File: config.mk
export PLATFORM = sky130hd
export DESIGN_NAME = seg7_capture
export DESIGN_NICKNAME = d
export VERILOG_FILES = /design/src/rtl/seg7_capture.sv
export SDC_FILE = /design/constraint.sdc
export NUM_CORES = 1
export LEC_CHECK = 0
export BUFFER_PORTS_ARGS = -buffer_cell sky130_fd_sc_hd__buf_2
export CAP_MARGIN = 15
export CORE_UTILIZATION = 58
export DETAILED_ROUTE_END_ITERATION = 12
export PLACE_DENSITY = 0.87
export SLEW_MARGIN = 20
export SYNTH_ARGS = -nofsm -noshare
export SYNTH_HDL_FRONTEND = slang
export SYNTH_SLANG_ARGS = --single-unit
File: constraint.sdc
create_clock -name clk -period 3.3 [get_ports clk]
set_input_delay 0.33 -clock clk [delete_from_list [all_inputs] [get_ports clk]]
set_output_delay 0.33 -clock clk [all_outputs]
set_load 0.01 [all_outputs]
File: src/rtl/seg7_capture.sv
// Sequential 7-segment decoder: samples a multiplexed active-low display bus, filters
// each digit for stability, decodes it to a nibble and presents 16-bit frames on valid/ready.
module seg7_capture #(
    parameter int unsigned STABLE_CYCLES = 4
) (
    input  logic        clk,
    input  logic        rst_n,
    input  logic [6:0]  seg,
    input  logic [3:0]  dig_sel,
    input  logic        out_ready,
    output logic [15:0] out_word,
    output logic [3:0]  out_err,
    output logic        out_valid,
    output logic        overrun
);

    localparam logic [6:0] Blank = 7'h7F;
    // One bit wider than eight so STABLE_CYCLES = 255 can still saturate above the capture point.
    localparam logic [8:0] CntCapture = 9'(STABLE_CYCLES);
    localparam logic [8:0] CntSat     = 9'(STABLE_CYCLES + 1);

    logic [6:0]  s_seg_q;
    logic [3:0]  s_sel_q;
    logic [8:0]  cnt_q, cnt_d;
    logic [15:0] slot_q, slot_d;
    logic [3:0]  slot_err_q, slot_err_d;
    logic [3:0]  mask_q, mask_d;
    logic [15:0] word_q, word_d;
    logic [3:0]  err_q, err_d;
    logic        valid_q, valid_d;
    logic        ovr_q, ovr_d;

    logic        sample_change;
    logic        sel_onehot;
    logic        capture;
    logic        accept;
    logic        frame_done;
    logic [3:0]  dec_nib;
    logic        dec_ill;

    // Returns {illegal, nibble}; illegal patterns decode to nibble 0.
    function automatic logic [4:0] decode(input logic [6:0] p);
        logic [4:0] r;
        case (p)
            7'h40:   r = 5'h00;
            7'h79:   r = 5'h01;
            7'h24:   r = 5'h02;
            7'h30:   r = 5'h03;
            7'h19:   r = 5'h04;
            7'h12:   r = 5'h05;
            7'h02:   r = 5'h06;
            7'h78:   r = 5'h07;
            7'h00:   r = 5'h08;
            7'h10:   r = 5'h09;
            7'h08:   r = 5'h0A;
            7'h03:   r = 5'h0B;
            7'h46:   r = 5'h0C;
            7'h21:   r = 5'h0D;
            7'h06:   r = 5'h0E;
            7'h0E:   r = 5'h0F;
            default: r = 5'h10;
        endcase
        return r;
    endfunction

    always_comb begin
        sample_change = (seg != s_seg_q) || (dig_sel != s_sel_q);
        if (sample_change) begin
            cnt_d = 9'd1;
        end else if (cnt_q == CntSat) begin
            cnt_d = cnt_q;
        end else begin
            cnt_d = cnt_q + 9'd1;
        end
    end

    always_comb begin
        sel_onehot = (s_sel_q != 4'h0) && ((s_sel_q & (s_sel_q - 4'd1)) == 4'h0);
        // Equality (not >=) gives exactly one capture per stable run.
        capture    = (cnt_q == CntCapture) && sel_onehot && (s_seg_q != Blank);
        accept     = valid_q && out_ready;
        {dec_ill, dec_nib} = decode(s_seg_q);
    end

    always_comb begin
        slot_d     = slot_q;
        slot_err_d = slot_err_q;
        mask_d     = mask_q;
        word_d     = word_q;
        err_d      = err_q;
        valid_d    = valid_q;
        ovr_d      = ovr_q;
        frame_done = 1'b0;

        if (capture) begin
            for (int i = 0; i < 4; i++) begin
                if (s_sel_q[i]) begin
                    slot_d[4*i +: 4] = dec_nib;
                    slot_err_d[i]    = dec_ill;
                end
            end
            mask_d     = mask_q | s_sel_q;
            frame_done = (mask_d == 4'hF);
        end

        if (frame_done) begin
            mask_d = 4'h0;
            if (!valid_q || accept) begin
                word_d  = slot_d;
                err_d   = slot_err_d;
                valid_d = 1'b1;
            end else begin
                ovr_d = 1'b1;
            end
        end else if (accept) begin
            valid_d = 1'b0;
        end
    end

    always_ff @(posedge clk or negedge rst_n) begin
        if (!rst_n) begin
            s_seg_q    <= Blank;
            s_sel_q    <= 4'h0;
            cnt_q      <= 9'd0;
            slot_q     <= 16'h0000;
            slot_err_q <= 4'h0;
            mask_q     <= 4'h0;
            word_q     <= 16'h0000;
            err_q      <= 4'h0;
            valid_q    <= 1'b0;
            ovr_q      <= 1'b0;
        end else begin
            s_seg_q    <= seg;
            s_sel_q    <= dig_sel;
            cnt_q      <= cnt_d;
            slot_q     <= slot_d;
            slot_err_q <= slot_err_d;
            mask_q     <= mask_d;
            word_q     <= word_d;
            err_q      <= err_d;
            valid_q    <= valid_d;
            ovr_q      <= ovr_d;
        end
    end

    assign out_word  = word_q;
    assign out_err   = err_q;
    assign out_valid = valid_q;
    assign overrun   = ovr_q;

endmodule
==> reports/results.txt, run 1 <==
Worst Hold Launch: seg[5]
crit-path max FO: 10
Chip Width: 77.1 µm
sequential share of power: 54.5%
Die Height: 77.1 µm
Num CTS Buffers: 9
worst IR drop on VDD: 341 µV
gpl congestion: 0.880
CP required: 3520 ps
CTS Root Cell: clkbuf_8
first-pass GRT wire length: 11,700 µm
synthesized area per cell: 11.3 µm²
Worst Slack Setup Final: 676 ps
sequential share of the synthesized area: 50.8%
DP Wirelength: 4470 µm
area occupied by multi-input gates: 1490 µm²
net switching power: 350 µW
commonest cells after routing, fill and taps aside: dfrtp_1, buf_2, nor2_1, xor2_1, inv_1
Worst Max-Slew Pin Slew: 814 ps
final period utilization: 79.5%
max capacitance violation total: 0
ant diodes: 0
Iter 0 DRT Violations: 178
Clock Skews: 8.47 ps
crit path capture type: flop
Hold Path End: s_seg_q[5]
max-slew violations: 0
part of the power in combinational logic: 4.6%
RSZ-0062 raised after global routing: false
dominant synthesized flop cell: dfrtp_1
final critical-path required period: 2620 ps
#FFs+latches synth: 66
Area Overhead vs Synth: 13.3%
placed cells: 384
CTS tree: done
row count: 26
Critical R2R Launch: cnt_q[0]
WL/cell: 16.4 µm
gr usage total: 25.5%
clock network power share: 40.9%
Hold Crit Depth: 1
fin util: 70.2%
placed instance area: 3510 µm²
Max Fclk: 0.381 GHz
endpoints failing setup: 0
Clk Latency, worst-skew pair: 330 ps
Post-Syn Area: 3270 µm²
H-Tree Depth: 3
pwr/cell area: 418 nW/µm²
CP Data Arrival Time: 2840 ps
Mapped Nets: 305
clock buffer depth: 2
Vias: 2,343
DIE AREA: 5940 µm²
register area: 1660 µm²
Port Buf Inserts: 35
vias in the first global route: 2,481
total congestion overflow: 0
R2R setup slack: 680 ps
fin area: 3700 µm²
CP Launch Type: flop
DRT Pass-1 Iters: 4
io pins: 36
Hold Crit Class: primary input to flop
EDFF count, synth: 0
fin cells: 401
setup TNS: 0 ps
post-synthesis cell type count: 61
Post-Synthesis Cells: 288
largest net degree at the start of global routing: 46
Cell Int Power: 1200 µW
NumNets Final: 343
starting density of the core: 62.0%
warnings from Yosys: 0
vias per cell: 5.84
crit path kind: flop to flop
LEAKAGE: 0.00161 µW
reg2reg end: out_word[5]
Remaining DRCs: 0
pre-CTS WS: 712 ps
Worst-path clk slew: 70 ps
share of layout cells above drive strength 1: 27.5%
initial antenna violation count: 0
core box area: 5270 µm²
ANT nets after route: 0
Fill cells: 385
Worst Reg-to-Reg Cells: 8
Synth async-reset ratio: 100%
Rel. slew slack: 45.3%
# clock sinks: 66
Net Sw Frac: 22.7%
post-cts sizing count: 0
commonest non-fill, non-tap cell in the layout: dfrtp_1
Hold Fails Final Rpt: 0
status: finished, final reports clean
final wirelength: 6590 µm
Yosys cell counts, types with 2 or more instances:
library cell / count / share of area [%]
dfrtp_1: 59 / 45
a21oi_1: 3 / 0.46
nor3_2: 2 / 0.61
nand4b_1: 3 / 0.80
and3_1: 3 / 0.57
o21a_1: 4 / 0.92
nand2_1: 7 / 0.80
ha_1: 3 / 1.1
mux2_4: 6 / 2.8
nor4bb_1: 2 / 0.61
nor3_1: 7 / 1.1
nand2b_1: 6 / 1.1
nor2_1: 22 / 2.5
nor2b_1: 3 / 0.57
nor4_1: 4 / 0.77
xor2_1: 18 / 4.8
dfstp_2: 7 / 5.6
o31a_1: 2 / 0.54
nand3_1: 8 / 1.2
o21ai_0: 7 / 1.1
a2111oi_0: 2 / 0.54
mux2i_1: 10 / 3.1
o31ai_1: 9 / 2.1
mux2_2: 10 / 3.4
buf_2: 3 / 0.46
a2bb2oi_1: 3 / 0.80
or3b_2: 2 / 0.54
inv_1: 15 / 1.7
a21boi_0: 2 / 0.46
or3_1: 6 / 1.1
nand4_1: 7 / 1.3
or4_1: 2 / 0.46
buf_1: 2 / 0.23
nand3b_1: 3 / 0.69
clkbuf_1: 7 / 0.80
nor3b_1: 3 / 0.69
a2111oi_2: 2 / 0.92
critical path, cell delays in order (launching register included):
cell	delay (ps)
dfrtp_1	460
inv_1	100
ha_1	130
a21boi_0	220
o21ai_2	200
or3_4	470
nor3_4	400
buf_12	200
mux2_2	330
through the flow:
stage	hold slack [ps]	total power, µW
2_1_floorplan	34.4	889
3_3_place_gp	300	924
3_5_place_dp	312	926
4_1_cts	97.6	1560
5_1_grt	101	1600
6_report	109	1550
power groups by stage:
stage          clock network [µW]  registers, µW  logic [µW]
2_1_floorplan                   0            841        48.5
3_3_place_gp                    0            856        68.0
3_5_place_dp                    0            857        69.4
4_1_cts                       644            842        71.8
5_1_grt                       679            845        80.7
6_report                      633            843        70.7
cells by family after synthesis:
logic type | after synthesis | synth area share, %
simple gates | 101 | 19.4
flops | 66 | 50.8
compound gates | 45 | 10.7
buf+inv | 28 | 3.56
mux | 26 | 9.27
xor+xnor | 19 | 5.09
fa+ha+maj | 3 | 1.15
worst max-delay path by stage:
stage,startpoint,to,slack [ps],depth (start not counted)
3_3_place_gp,cnt_q[0],out_word[7],790,8
2_1_floorplan,cnt_q[0],out_word[10],960,8
6_report,cnt_q[0],out_word[5],680,8
4_1_cts,cnt_q[0],out_word[5],680,8
3_5_place_dp,cnt_q[0],out_word[5],710,8
5_1_grt,cnt_q[1],out_word[5],560,8
sequential cells by signal, summed over array words and instances, names as in the netlist:
| register | cells |
|---|---|
| cnt_q | 9 |
| mask_q | 4 |
| out_err | 4 |
| out_valid | 1 |
| out_word | 16 |
| overrun | 1 |
| s_seg_q | 7 |
| s_sel_q | 4 |
| slot_err_q | 4 |
| slot_q | 16 |
layer usage:
metal  global-route usage, %  vias up  share of wire, %
li1                        -     1113                 -
met1                    34.4     1134                44
met2                    39.5       83                49
met3                    4.76       13               5.1
met4                    13.0        0               2.0
met5                       0        -                 0
layout make-up:
class                      instances  share of cell area, %
clock buffer                      13                   3.75
multi-input combinational        194                   40.3
tap                               70                   2.37
clock inverter                     3                   1.08
inverter                          15                   1.52
sequential                        66                   44.9
timing repair buffer              40                   6.15
timing repair:
item                      4_1_cts  5_1_grt
hold buffers                    1        0
setup buffers                   0        0
hold endpoints to repair       14        0
Power figures use the tool's default switching activity.
==> inputs of run 2 (changes only) <==
ABC_AREA = 1   (was not set)
CORE_UTILIZATION = 53   (was 58)
PLACE_DENSITY = 0.84   (was 0.87)
clock period = 2.4 ns   (was 3.3 ns; I/O delays follow)
==> run 2 against run 1 <==
Count of clock-buffer cells in the layout down 3; combinational power grew 81%; critical path depth rose by 2; largest power group unchanged; total power rose by 43%; routed wire length up 6.9%; sequential share of layout area is 2.2 points lower; final area rose by 5.0%.
==> reports/results.txt, run 2 <==
status: finished, final reports clean
Design Power: 2220 µW (+43%)
setup TNS: 0 ps (unchanged)
LEAKAGE: 0.00205 µW (+28%)
reg2reg end: out_word[12]
DRT Pass-1 Iters: 4 (unchanged)
Die Height: 81.4 µm (+5.6%)
Iter 0 DRT Violations: 240 (+35%)
gr usage total: 23.8% (-1.6 points)
vias per cell: 5.06 (-13%)
Num CTS Buffers: 9 (unchanged)
Area Overhead vs Synth: 16.4%
Worst Reg-to-Reg Cells: 10 (+2)
Max Fclk: 0.453 GHz (+19%)
final wirelength: 7050 µm (+6.9%)
io pins: 36 (unchanged)
crit path kind: flop to flop
share of layout cells above drive strength 1: 16.8% (-11 points)
endpoints failing setup: 0 (unchanged)
Post-Synthesis Cells: 417 (+45%)
vias in the first global route: 2,602 (+4.9%)
CP top delay family: simple AND/OR/NAND/NOR gates
worst IR drop on VDD: 507 µV (+49%)
critical path depth in cells: 10 (+2)
CP required: 2650 ps (-870 ps)
H-Tree Depth: 3 (unchanged)
sequential share of the synthesized area: 49.7% (-1.1 points)
final period utilization: 92.1% (+13 points)
Mapped Nets: 434 (+42%)
Clk Latency, worst-skew pair: 360 ps (+30 ps)
first-pass GRT wire length: 11,500 µm (-1.5%)
starting density of the core: 55.7% (-6.2 points)
commonest non-fill, non-tap cell in the layout: nand2_1
RSZ-0062 raised after global routing: false
Worst path slowest cell: nor3_4
CTS Root Cell: clkbuf_8
Chip Width: 81.4 µm (+5.6%)
dominant synthesized flop cell: dfrtp_1
crit path from: s_sel_q[2]
CP Data Arrival Time: 2460 ps (-380 ps)
gpl congestion: 0.864 (-1.8%)
CP dominant cell by count: nand2_1
Worst Max-Slew Pin Slew: 743 ps (-71.2 ps)
EDFF count, synth: 0 (unchanged)
post-synthesis cell type count: 31 (-49%)
Fill cells: 481 (+25%)
share of the synthesized area in the top cell type: 44.2% (-0.98 points)
Worst-path clk slew: 80 ps (about the same)
most common cell in the synthesized netlist: nand2_1
ant diodes: 0 (unchanged)
fin util: 64.9% (-5.3 points)
crit path capture type: flop
warnings from Yosys: 0 (unchanged)
Hold Fails Final Rpt: 0 (unchanged)
Largest stage delay, worst path: 500 ps (+30 ps)
NumNets Final: 487 (+42%)
Post-Syn Area: 3340 µm² (+2.2%)
CP Launch Type: flop
crit-path max FO: 20 (+10)
Synth async-reset ratio: 100% (unchanged)
WL/cell: 12.8 µm (-22%)
pwr/cell area: 570 nW/µm² (+36%)
core box area: 5990 µm² (+14%)
leading area contributor after synthesis: dfrtp_1
total congestion overflow: 0 (unchanged)
max capacitance violation total: 0 (unchanged)
CTS tree: done
Rel. slew slack: 50.0% (+4.8 points)
row count: 28 (+7.7%)
commonest cells after routing, fill and taps aside: nand2_1, nor2_1, dfrtp_1, inv_1, nand3_1
synthesized area per cell: 8.01 µm² (-29%)
# clock sinks: 66 (unchanged)
Buf/Inv on CP: 2 (unchanged)
initial antenna violation count: 0 (unchanged)
DP Wirelength: 4800 µm (+7.2%)
Critical R2R Launch: s_sel_q[2]
Port Buf Inserts: 35 (unchanged)
Clock Skews: 9.30 ps (+0.832 ps)
#FFs+latches synth: 66 (unchanged)
post-cts sizing count: 0 (unchanged)
max-slew violations: 0 (unchanged)
top cells by area, synth: dfrtp_1, nand2_1, nor2_1, nand3_1, dfstp_2
DIE AREA: 6620 µm² (+12%)
R2R setup slack: 190 ps (-490 ps)
Hold Crit Class: primary input to flop
Worst setup endpoint: out_word[12]
ANT nets after route: 0 (unchanged)
final critical-path required period: 2210 ps (-414 ps)
clock buffer depth: 2 (unchanged)
CP cell instances: inv_2 -> nand2_1 -> nand2_1 -> nand2_2 -> nor2_4 -> nand3_4 -> nor3_4 -> inv_2 -> nand2_1 -> nand2_1
Hold Slack: 11.5 ps (-97.3 ps)
Vias: 2,781 (+19%)
largest net degree at the start of global routing: 41 (-11%)
most instantiated cells after synthesis: nand2_1, nor2_1, dfrtp_1
Remaining DRCs: 0 (unchanged)
## run 2: cells by family after synthesis
family / count (synthesis) / synth area share, %
xor gates and xnor gates: 12 / 3.15
buffers and inverters: 57 / 7.38
adders and majority gates: 3 / 1.12
and+or+nand+nor: 265 / 35.8
DFF: 66 / 49.7
AOI/OAI and AO/OA: 14 / 2.81
## run 2: routing by layer
metal,wire length (µm),up-vias,global-route usage [%]
met5,0,-,0
met3,303,13,7.42
met1,3150,1317,30.1
met2,3460,60,38.5
li1,-,1391,-
met4,130,0,8.04
## run 2: worst min path at each step
stage	from	to	slack (ps)	cells after the start
floorplan	rst_n	cnt_q[0]	-60	0
global placement	rst_n	out_word[5]	280	1
detailed placement	rst_n	out_word[5]	290	1
CTS	dig_sel[3]	s_sel_q[3]	3	1
global route	dig_sel[3]	s_sel_q[3]	3	1
finish	dig_sel[3]	s_sel_q[3]	10	1
## run 2: what timing repair did
| action | in CTS | in global routing |
|---|---|---|
| setup endpoints to repair | 0 | 20 |
| hold endpoints to repair | 29 | 0 |
| hold buffers | 11 | 0 |
| setup buffers | 0 | 0 |
## run 2: layout make-up
type	count	area, µm²	share of cell area (%)
sequential	66	1660	42.7
multi-input combinational	295	1440	37.1
timing repair buffer	47	305	7.85
inverter	51	191	4.92
clock buffer	10	128	3.28
tap	75	93.8	2.41
clock inverter	6	66.3	1.71
## run 2: where the power goes
| part | internal [µW] | switching, µW | leakage, µW |
|---|---|---|---|
| combinational | 48.8 | 78.8 | 0.00108 |
| clock | 481 | 464 | 0.0000889 |
| sequential | 1130 | 16.7 | 0.000882 |
## run 2: stage by stage
stage,instances,worst slack (ps),cell area [µm²]
final,550,190,3890
after detailed placement,522,25.2,3570
after CTS,549,4.00,3880
after global routing,550,18.3,3890
after floorplan,417,781,3340
after global placement,522,160,3570
